**src/rtl/sys_bus_arb_pkg.sv**
```systemverilog
// Shared types and helpers for the system-bus round-robin arbiter.
// The ack watchdog is built only when SYS_BUS_ARB_TIMEOUT_EN is defined.
package sys_bus_arb_pkg;

    typedef enum logic [1:0] {
        ST_IDLE,
        ST_ISSUE,
        ST_WAIT,
        ST_DONE
    } state_e;

    localparam int MAX_N       = 8;
    localparam int TMO_DEFAULT = 255;

    // Scan last+1, last+2, ... mod n; the nearest requester wins.
    function automatic logic [2:0] rr_pick(
        input logic [MAX_N-1:0] req,
        input logic [2:0]       last,
        input int               n
    );
        logic [2:0] pick;
        int         k;
        pick = last;
        for (int i = n; i >= 1; i--) begin
            k = (int'(last) + i) % n;
            if (req[k]) pick = 3'(k);
        end
        return pick;
    endfunction

endpackage

```
**src/rtl/sys_bus_arbiter_rr_arbiter.sv**
```systemverilog
// Combinational N-way rotating-priority pick with index and onehot outputs.
// Reusable wherever a fair single-winner choice is needed.
module rr_arbiter
    import sys_bus_arb_pkg::*;
#(
    parameter int N  = 4,
    parameter int IW = $clog2(N)
) (
    input  logic [N-1:0]  req,
    input  logic [IW-1:0] last,
    output logic [IW-1:0] idx,
    output logic [N-1:0]  onehot,
    output logic          any
);

    logic [MAX_N-1:0] req_pad;
    logic [2:0]       pick;

    always_comb begin
        req_pad        = '0;
        req_pad[N-1:0] = req;
        pick           = rr_pick(req_pad, 3'(last), N);
        idx            = IW'(pick);
        any            = |req;
        onehot         = any ? (N'(1) << idx) : '0;
    end

endmodule

```
**src/rtl/sys_bus_arbiter.sv**
```systemverilog
// Round-robin owner of the single system-bus master port, one beat per grant.
// SYS_BUS_ARB_TIMEOUT_EN adds an ack watchdog that ends a stuck access with err.
module sys_bus_arbiter
    import sys_bus_arb_pkg::*;
#(
    parameter int N   = 4,
    parameter int AW  = 32,
    parameter int DW  = 32,
    parameter int TMO = TMO_DEFAULT
) (
    input  logic              clk_i,
    input  logic              rst_i,
    input  logic [N-1:0]      req_i,
    input  logic [N-1:0]      wen_i,
    input  logic [N*AW-1:0]   addr_i,
    input  logic [N*DW-1:0]   wdata_i,
    input  logic [N*DW/8-1:0] sel_i,
    output logic [N-1:0]      gnt_o,
    output logic [N-1:0]      done_o,
    output logic [DW-1:0]     rdata_o,
    output logic              err_o,
    output logic [AW-1:0]     sys_addr_o,
    output logic [DW-1:0]     sys_wdata_o,
    output logic [DW/8-1:0]   sys_sel_o,
    output logic              sys_wen_o,
    output logic              sys_ren_o,
    input  logic [DW-1:0]     sys_rdata_i,
    input  logic              sys_err_i,
    input  logic              sys_ack_i,
    output logic              busy_o
);

    localparam int IW = $clog2(N);
    localparam int SW = DW / 8;

    state_e        state;
    logic [IW-1:0] last;
    logic [IW-1:0] owner;
    logic          wen_q;

    logic [IW-1:0] pick_idx;
    logic [N-1:0]  pick_oh;
    logic          pick_any;

    rr_arbiter #(
        .N  (N),
        .IW (IW)
    ) u_rr (
        .req    (req_i),
        .last   (last),
        .idx    (pick_idx),
        .onehot (pick_oh),
        .any    (pick_any)
    );

`ifdef SYS_BUS_ARB_TIMEOUT_EN
    localparam int TCW = (TMO > 255) ? 16 : 8;
    logic [TCW-1:0] cnt;
    logic           expired;
    assign expired = (cnt == TCW'(TMO - 1));
`else
    // Without the watchdog TMO has no hardware behind it.
    if (TMO == 0) begin : g_no_tmo
    end
`endif

    always_ff @(posedge clk_i) begin
        if (rst_i) begin
            state       <= ST_IDLE;
            last        <= IW'(N - 1);
            owner       <= '0;
            wen_q       <= 1'b0;
            gnt_o       <= '0;
            done_o      <= '0;
            rdata_o     <= '0;
            err_o       <= 1'b0;
            sys_addr_o  <= '0;
            sys_wdata_o <= '0;
            sys_sel_o   <= '0;
            sys_wen_o   <= 1'b0;
            sys_ren_o   <= 1'b0;
            busy_o      <= 1'b0;
`ifdef SYS_BUS_ARB_TIMEOUT_EN
            cnt         <= '0;
`endif
        end else begin
            done_o    <= '0;
            sys_wen_o <= 1'b0;
            sys_ren_o <= 1'b0;
            unique case (state)
                ST_IDLE: begin
                    if (pick_any) begin
                        gnt_o       <= pick_oh;
                        owner       <= pick_idx;
                        wen_q       <= wen_i[pick_idx];
                        sys_wen_o   <= wen_i[pick_idx];
                        sys_ren_o   <= ~wen_i[pick_idx];
                        sys_addr_o  <= addr_i[int'(pick_idx)*AW +: AW];
                        sys_wdata_o <= wdata_i[int'(pick_idx)*DW +: DW];
                        sys_sel_o   <= sel_i[int'(pick_idx)*SW +: SW];
                        busy_o      <= 1'b1;
                        state       <= ST_ISSUE;
`ifdef SYS_BUS_ARB_TIMEOUT_EN
                        cnt         <= '0;
`endif
                    end
                end
                ST_ISSUE, ST_WAIT: begin
                    if (sys_ack_i) begin
                        rdata_o <= wen_q ? '0 : sys_rdata_i;
                        err_o   <= sys_err_i;
                        done_o  <= gnt_o;
                        state   <= ST_DONE;
`ifdef SYS_BUS_ARB_TIMEOUT_EN
                    end else if (expired) begin
                        rdata_o <= '0;
                        err_o   <= 1'b1;
                        done_o  <= gnt_o;
                        state   <= ST_DONE;
                    end else begin
                        cnt     <= cnt + 1'b1;
                        state   <= ST_WAIT;
`else
                    end else begin
                        state   <= ST_WAIT;
`endif
                    end
                end
                ST_DONE: begin
                    last   <= owner;
                    gnt_o  <= '0;
                    busy_o <= 1'b0;
                    state  <= ST_IDLE;
                end
                default: state <= ST_IDLE;
            endcase
        end
    end

endmodule
```
**config.mk**
```make
export PLATFORM = sky130hd
export DESIGN_NAME = sys_bus_arbiter
export DESIGN_NICKNAME = d
export VERILOG_FILES = /design/src/rtl/sys_bus_arb_pkg.sv /design/src/rtl/sys_bus_arbiter_rr_arbiter.sv /design/src/rtl/sys_bus_arbiter.sv
export SDC_FILE = /design/constraint.sdc
export NUM_CORES = 1
export LEC_CHECK = 0
export ABC_CLOCK_PERIOD_IN_PS = 2400
export CAP_MARGIN = 20
export CORE_AREA = 2 2 164 166
export CTS_BUF_LIST = sky130_fd_sc_hd__clkbuf_16
export CTS_CLUSTER_SIZE = 28
export DETAILED_ROUTE_END_ITERATION = 7
export DIE_AREA = 0 0 166 168
export GPL_TIMING_DRIVEN = 0
export SLEW_MARGIN = 20
export SYNTH_ARGS = -nofsm -noshare
export SYNTH_HDL_FRONTEND = slang
export SYNTH_SLANG_ARGS = --single-unit
```
**constraint.sdc**
```tcl
create_clock -name clk_i -period 2.4 [get_ports clk_i]
set_input_delay 0.24 -clock clk_i [delete_from_list [all_inputs] [get_ports clk_i]]
set_output_delay 0.24 -clock clk_i [all_outputs]
set_load 0.01 [all_outputs]
```
# --- Word-level counts from Yosys, hierarchy flattened ---
# Cells that the tools add are included.
op_classes:
  add_sub_neg: 4
  order_cmp: 5
  eq_ne: 4
  shift: 4
  muxes: 26
  bitwise_logic: 9
  reduce_logical: 13
op_table:
  columns: ["op", "count"]
  rows:
  - ["128-bit by 8-bit indexed part select with 32-bit output", 2]
  - ["32-bit two-way mux", 1]
  - ["3-bit by 5-bit less-than comparator with 1-bit output (second input constant)", 4]
  - ["16-bit by 5-bit indexed part select with 4-bit output", 1]
  - ["1-bit binary-select mux with 3-bit select", 4]
  - ["1-bit two-way mux", 11]
  - ["2-bit two-way mux", 5]
  - ["2-bit OR reduction", 5]
  - ["4-bit case mux with 2 select lines", 1]
  - ["2-bit case mux with 3 select lines", 1]
  - ["2-bit AND reduction", 3]
  - ["3-bit OR reduction", 2]
  - ["1-bit inverter", 5]
  - ["2-bit by 1-bit adder with 2-bit output (second input constant)", 2]
  - ["2-bit adder (second input constant)", 2]
  - ["1-bit AND (first input constant)", 4]
  - ["2-bit == test (second input constant)", 2]
  - ["4-bit two-way mux", 1]
  - ["4-bit OR reduction", 1]
  - ["1-bit by 2-bit << shifter with 4-bit output (first input constant)", 1]
  - ["2-bit by 3-bit less-than comparator with 1-bit output (second input constant)", 1]
  - ["1-bit binary-select mux with 2-bit select", 1]
  - ["2-bit by 1-bit == test with 1-bit output (second input constant)", 1]
  - ["2-bit logical NOT", 1]
  - ["3 further kinds", 3]
word_totals:
  regBits: 119
  inputBits: 316
  elab_cells: 79

# --- Longest topological paths before layout ---
# Gate-level depths: netlist of run 1.
logic_depth:
  word_depth: 13
  ltp_mapped: 9

# --- Cells and area by module ---
# A second synthesis of run 1 with hierarchy kept.
unflattened:
  hier_cells: 561
  hier_area_um2: 5885.6
modules_own_cells:
  columns: ["module", "n_inst", "cells_per_inst", "area_each_um2", "seq_area_each_um2"]
  rows:
  - ["sys_bus_arbiter", 1, 530, 5710.5, 2382.3]
  - ["rr_arbiter", 1, 31, 175.2, 0.0]

# --- Worst setup path after synthesis of run 1 ---
# OpenSTA, ideal clock, no wires.
synth_path:
  path_kind: "flip-flop to flip-flop"
  start: "register last[0]"
  end: "register wen_q"
  setup_time_ns: 0.136
  t_arrival_ns: 1.519
  t_required_ns: 2.264
  path_slack_ns: 0.745
  stages_incl_launch_ff: 8
  n_path_buf: 2
  period_less_slack_ns: 1.655
  cell_sequence: "dfxtp_1 nand2b_1 a21boi_1 buf_2 buf_1 nor3_1 o211ai_1 o311ai_1"
synth_between:
  elab_chain_len: 12
  elab_cells_between_ends: 30
synth_lines:
  columns: ["item", "line_no", "text"]
  rows:
  - ["start: declaration", "sys_bus_arbiter.sv:37", "logic [IW-1:0] last;"]
  - ["start signal: assignment", "sys_bus_arbiter.sv:70", "last <= IW'(N - 1);"]
  - ["start signal: assignment", "sys_bus_arbiter.sv:130", "last <= owner;"]
  - ["2-bit by 1-bit adder with 2-bit output", "sys_bus_arb_pkg.sv:25", "k = (int'(last) + i) % n;"]
  - ["2-bit OR reduction (no line)", null, null]
  - ["1-bit AND (no line)", null, null]
  - ["1-bit binary-select mux with 3-bit select", "sys_bus_arb_pkg.sv:26", "if (req[k]) pick = 3'(k);"]
  - ["1-bit two-way mux (implied by the code) (2 in a row)", "sys_bus_arb_pkg.sv:26", null]
  - ["2-bit two-way mux (3 in a row)", "sys_bus_arb_pkg.sv:26", null]
  - ["2-bit two-way mux *", "sys_bus_arb_pkg.sv:26", null]
  - ["1-bit binary-select mux with 2-bit select *", "sys_bus_arbiter.sv:95", "wen_q <= wen_i[pick_idx];"]
  - ["1-bit two-way mux (implied by the code) *", "sys_bus_arbiter.sv:95", null]
  - ["end signal: assignment", "sys_bus_arbiter.sv:95", null]
  - ["end: declaration", "sys_bus_arbiter.sv:39", "logic wen_q;"]
# Mark *: on every way between the ends. The rest lies on a longest branch, timed or not. The select of a mux whose other input is x is not followed.
# A chain may end at the register's enable or synchronous reset.

# --- Worst setup path after layout of run 1 ---
layout_path:
  start: "input port req_i[0]"
  end: "register wen_q"
layout_between:
  elab_chain_len: 9
  elab_cells_between_ends: 20
layout_lines:
  columns: ["item", "line_no", "text"]
  rows:
  - ["start: declaration", "sys_bus_arbiter.sv:13", "input logic [N-1:0] req_i,"]
  - ["1-bit binary-select mux with 3-bit select", "sys_bus_arb_pkg.sv:26", null]
  - ["1-bit two-way mux (implied by the code) (2 in a row)", "sys_bus_arb_pkg.sv:26", null]
  - ["2-bit two-way mux (4 in a row)", "sys_bus_arb_pkg.sv:26", null]
  - ["1-bit binary-select mux with 2-bit select", "sys_bus_arbiter.sv:95", null]
  - ["1-bit two-way mux (implied by the code)", "sys_bus_arbiter.sv:95", null]
# Several ways; a longest one is shown, not always the timed one. The select of a mux whose other input is x is not followed.

==> impl_metrics.yaml, run 1 <==
synthesis:
  synth_top_area_share_pct: 37.9
  ys.flop_type: "dfxtp_1"
  synth_edf_count: 0
  synth.distinct_cells: 34
  yosysMostFrequentCell: "a211oi_1"
  synthTopCellsByArea: "dfxtp_1 (38%), a211oi_1 (16%), mux2i_1 (11%)"
  synth.avg_cell_area_um2: 9.75
  syn_inst: 644
  syn_nets: 962
  synth-seq-cells: 119
  synth_warnings: 0
  yosys-top-cells-count: "a211oi_1 (137), dfxtp_1 (119), o31a_1 (70)"
  yosysTopAreaCell: "dfxtp_1"
  netlist_area_um2: 6280
  ys_seq_area_share_pct: 37.9
  postSynth.asyncResetShare_pct: 0
setup_path:
  r2r_cells: 6
  rr_startpoint: "last[1]"
  cp_slowest_cell: "clkdlybuf4s50_1"
  critPathTopFamily: "buffers and inverters"
  reg2reg_to: "wen_q"
  critPathArrivalTime_ns: 2.57
  path_class: "input port to register"
  cp_data_required_time_ns: 2.68
  path_max_fanout: 10
  max_stage_delay_ns: 0.53
  cp_num_buf_inv: 3
  crit_path_cell_trace: "clkdlybuf4s50_1, nand2b_1, a21boi_1, buf_2, buf_1, nor3_1, o211ai_1, o311ai_1"
  startpoint_type: "input port"
  rrSetupSlack_ns: 0.14
  end_kind: "register"
layout:
  insertedDiodeCount: 0
  fin_nets: 1408
  drive_gt1_share_pct: 6.26
  fin_cells: 1444
  synthToLayoutAreaGrowth_pct: 84.6
timing:
  hold_ws_ns: 0.407
  min_period_over_period_pct: 95.6
  max_freq_mhz: 436
  final_max_slew_viol_count: 0
  worstMarginPinSlew_ns: 0.721
  finalSetupViolations: 0
  fin_crit_ns: 2.30
  rsz0062_at_grt: "true"
  hold_violations: 0
  worst_slack_ns: 0.105
  clock_skew_ns: 0.0114
  max_slew_margin_pct: 51.9
power:
  powerDensity_nw_per_um2: 1000
  p_leak_nw: 4.33
  ir_drop_uv: 455
clock_network:
  cts_buffers: 17
  clockRootBuffer: "clkbuf_16"
  cts_hold_buf: 0
  cts_max_path_buffers: 2
  cts_setup_buffers: 0
  clk_pin_slew_ns: 0.07
  cts_htree_levels: 4
  cts_sinks: 119
  tritoncts: "built"
  clock_latency_ns: 0.42
min_path:
  hold_start: "sys_rdata_i[28]"
  hold-path-endpoint: "rdata_o[28]"
  hold_path_class: "input port to register"
  hold_path_depth: 2
floorplan:
  initial_core_util_pct: 23.8
  coreArea_um2: 26400
  die_w_um: 166
  die_area_um2: 27900
  die_h_um: 168
  io_pins: 428
  rows: 60
place:
  gp_congestion: 0.821
  hpwlAfterDp_um: 23800
  dpl.cell_count: 1412
  port_buffers: 427
  pre_cts_ws_ns: -0.516
global_route:
  gr-total-overflow: 0
  grt_max_degree: 17
  gr-usage-all-layers_pct: 21.3
  grt_pass1_vias: 7549
  grt_antenna_before_repair: 3
  grt_pass1_wl_um: 45400
route:
  finalWirelength_um: 30500
  via_per_inst: 4.97
  drc: 0
  num_vias: 7180
  drt_pre_antenna_iters: 4
  drt_iter0_markers: 311
  drtAntennaViolNets: 0
  wl_per_cell_um: 21.1
run_status:
  status: "completed"
run:
  drv_cap: 0
-- cell usage in the layout, fill, tap and decap left out, types with 2 or more instances in the layout --
master,netlist,layout
clkinv_8,0,2
o21bai_1,68,68
a21oi_1,5,5
ha_1,2,2
a32oi_1,4,4
buf_1,4,4
inv_1,3,3
buf_4,7,7
clkbuf_16,0,17
nand2b_1,3,3
inv_6,0,5
clkdlybuf4s50_1,0,427
nand3_1,2,2
clkinvlp_4,0,2
o31a_1,70,70
inv_8,0,4
nor2_1,13,12
buf_2,20,19
o211ai_1,4,4
a211oi_1,137,137
clkbuf_1,45,41
clkbuf_2,0,4
a22o_1,32,32
and2_1,4,4
a211o_1,2,2
nand2_1,8,8
clkinv_4,0,2
mux2i_1,68,68
nor2b_1,5,5
o21ai_0,3,3
dfxtp_1,119,119
o21a_1,2,2
nor3_1,5,5
-- cells by family (layout without fill, tap and decap cells) --
| family | count (synthesis) | count (layout) | synth area share [%] |
|---|---|---|---|
| compound gates | 331 | 331 | 41.6 |
| flops | 119 | 119 | 37.9 |
| buf+inv | 79 | 538 | 5.54 |
| mux | 68 | 68 | 10.8 |
| simple gates | 45 | 45 | 3.73 |
| fa+ha+maj | 2 | 2 | 0.399 |
-- layout make-up --
cell class	count	area [um2]
repair buffers	427	4270
multi-input cells	446	3570
clock inverters	15	154
clock buffers	17	425
inverters	3	11.3
well taps	341	427
plain buffers	76	344
fillers	2626	14800
flip-flops and latches	119	2380
-- state kept, by name, indices dropped and copies added, names as in the netlist, 2 cells and up --
signal	count
gnt_o	4
last	2
owner	2
sys_sel_o	4
done_o	4
sys_addr_o	32
rdata_o	32
state	2
sys_wdata_o	32
-- layer usage --
layer | routed length (um) | global-route usage [%] | vias to the layer above
li1 | - | - | 3457
met3 | 2080 | 6.51 | 42
met2 | 14700 | 36.4 | 291
met5 | 27 | 0 | -
met4 | 577 | 5.90 | 4
met1 | 13000 | 25.8 | 3386
-- stage by stage --
stage	utilization, %	TNS, ns	total power [mW]	cell area (um2)
after floorplan	-	0	5.95	6280
after global placement	41.7	-24.58	9.02	11000
after detailed placement	41.7	-26.40	9.07	11000
after CTS	43.9	0	11.7	11600
after global routing	44.0	-0.0494	12.3	11600
final	44.0	0	11.6	11600
-- power breakdown --
part           internal, mW  leakage (nW)  total [mW]  switching [mW]
registers              2.77         0.982        3.19           0.423
clock network          1.39         0.279        2.56            1.17
logic                  2.82          3.07        5.84            3.02
total                  6.97          4.33        11.6            4.61
-- timing repair --
action,4_1_cts,5_1_grt
pin swaps,0,0
endpoints found under the setup margin,30,37
resized for setup,2,10
-- worst max path at each step --
| stage | from | to | slack, ns | cells past startpoint |
|---|---|---|---|---|
| 4_1_cts | state[1] | sys_addr_o[4] | 0.003 | 9 |
| 6_report | req_i[0] | wen_q | 0.10 | 8 |
| 3_5_place_dp | req_i[0] | sys_addr_o[3] | -0.52 | 8 |
| 2_1_floorplan | last[0] | wen_q | 0.75 | 7 |
| 5_1_grt | last[1] | sys_addr_o[30] | -0.02 | 6 |
| 3_3_place_gp | req_i[0] | sys_addr_o[3] | -0.49 | 8 |
-- worst reg2reg max path: stages, from the launching register on --
cell      delay [ns]
dfxtp_1         0.47
a21boi_1        0.33
buf_2           0.37
buf_1           0.42
nor3_1          0.15
o211ai_1        0.25
o311ai_1        0.14
Power figures use the tool's default switching activity.
==> run 2, diff against run 1 <==
CTS_CLUSTER_SIZE = 8   (was 28)
==> results of run 2 <==
No change in the layout: final DEF, timing and power equal those of run 1.
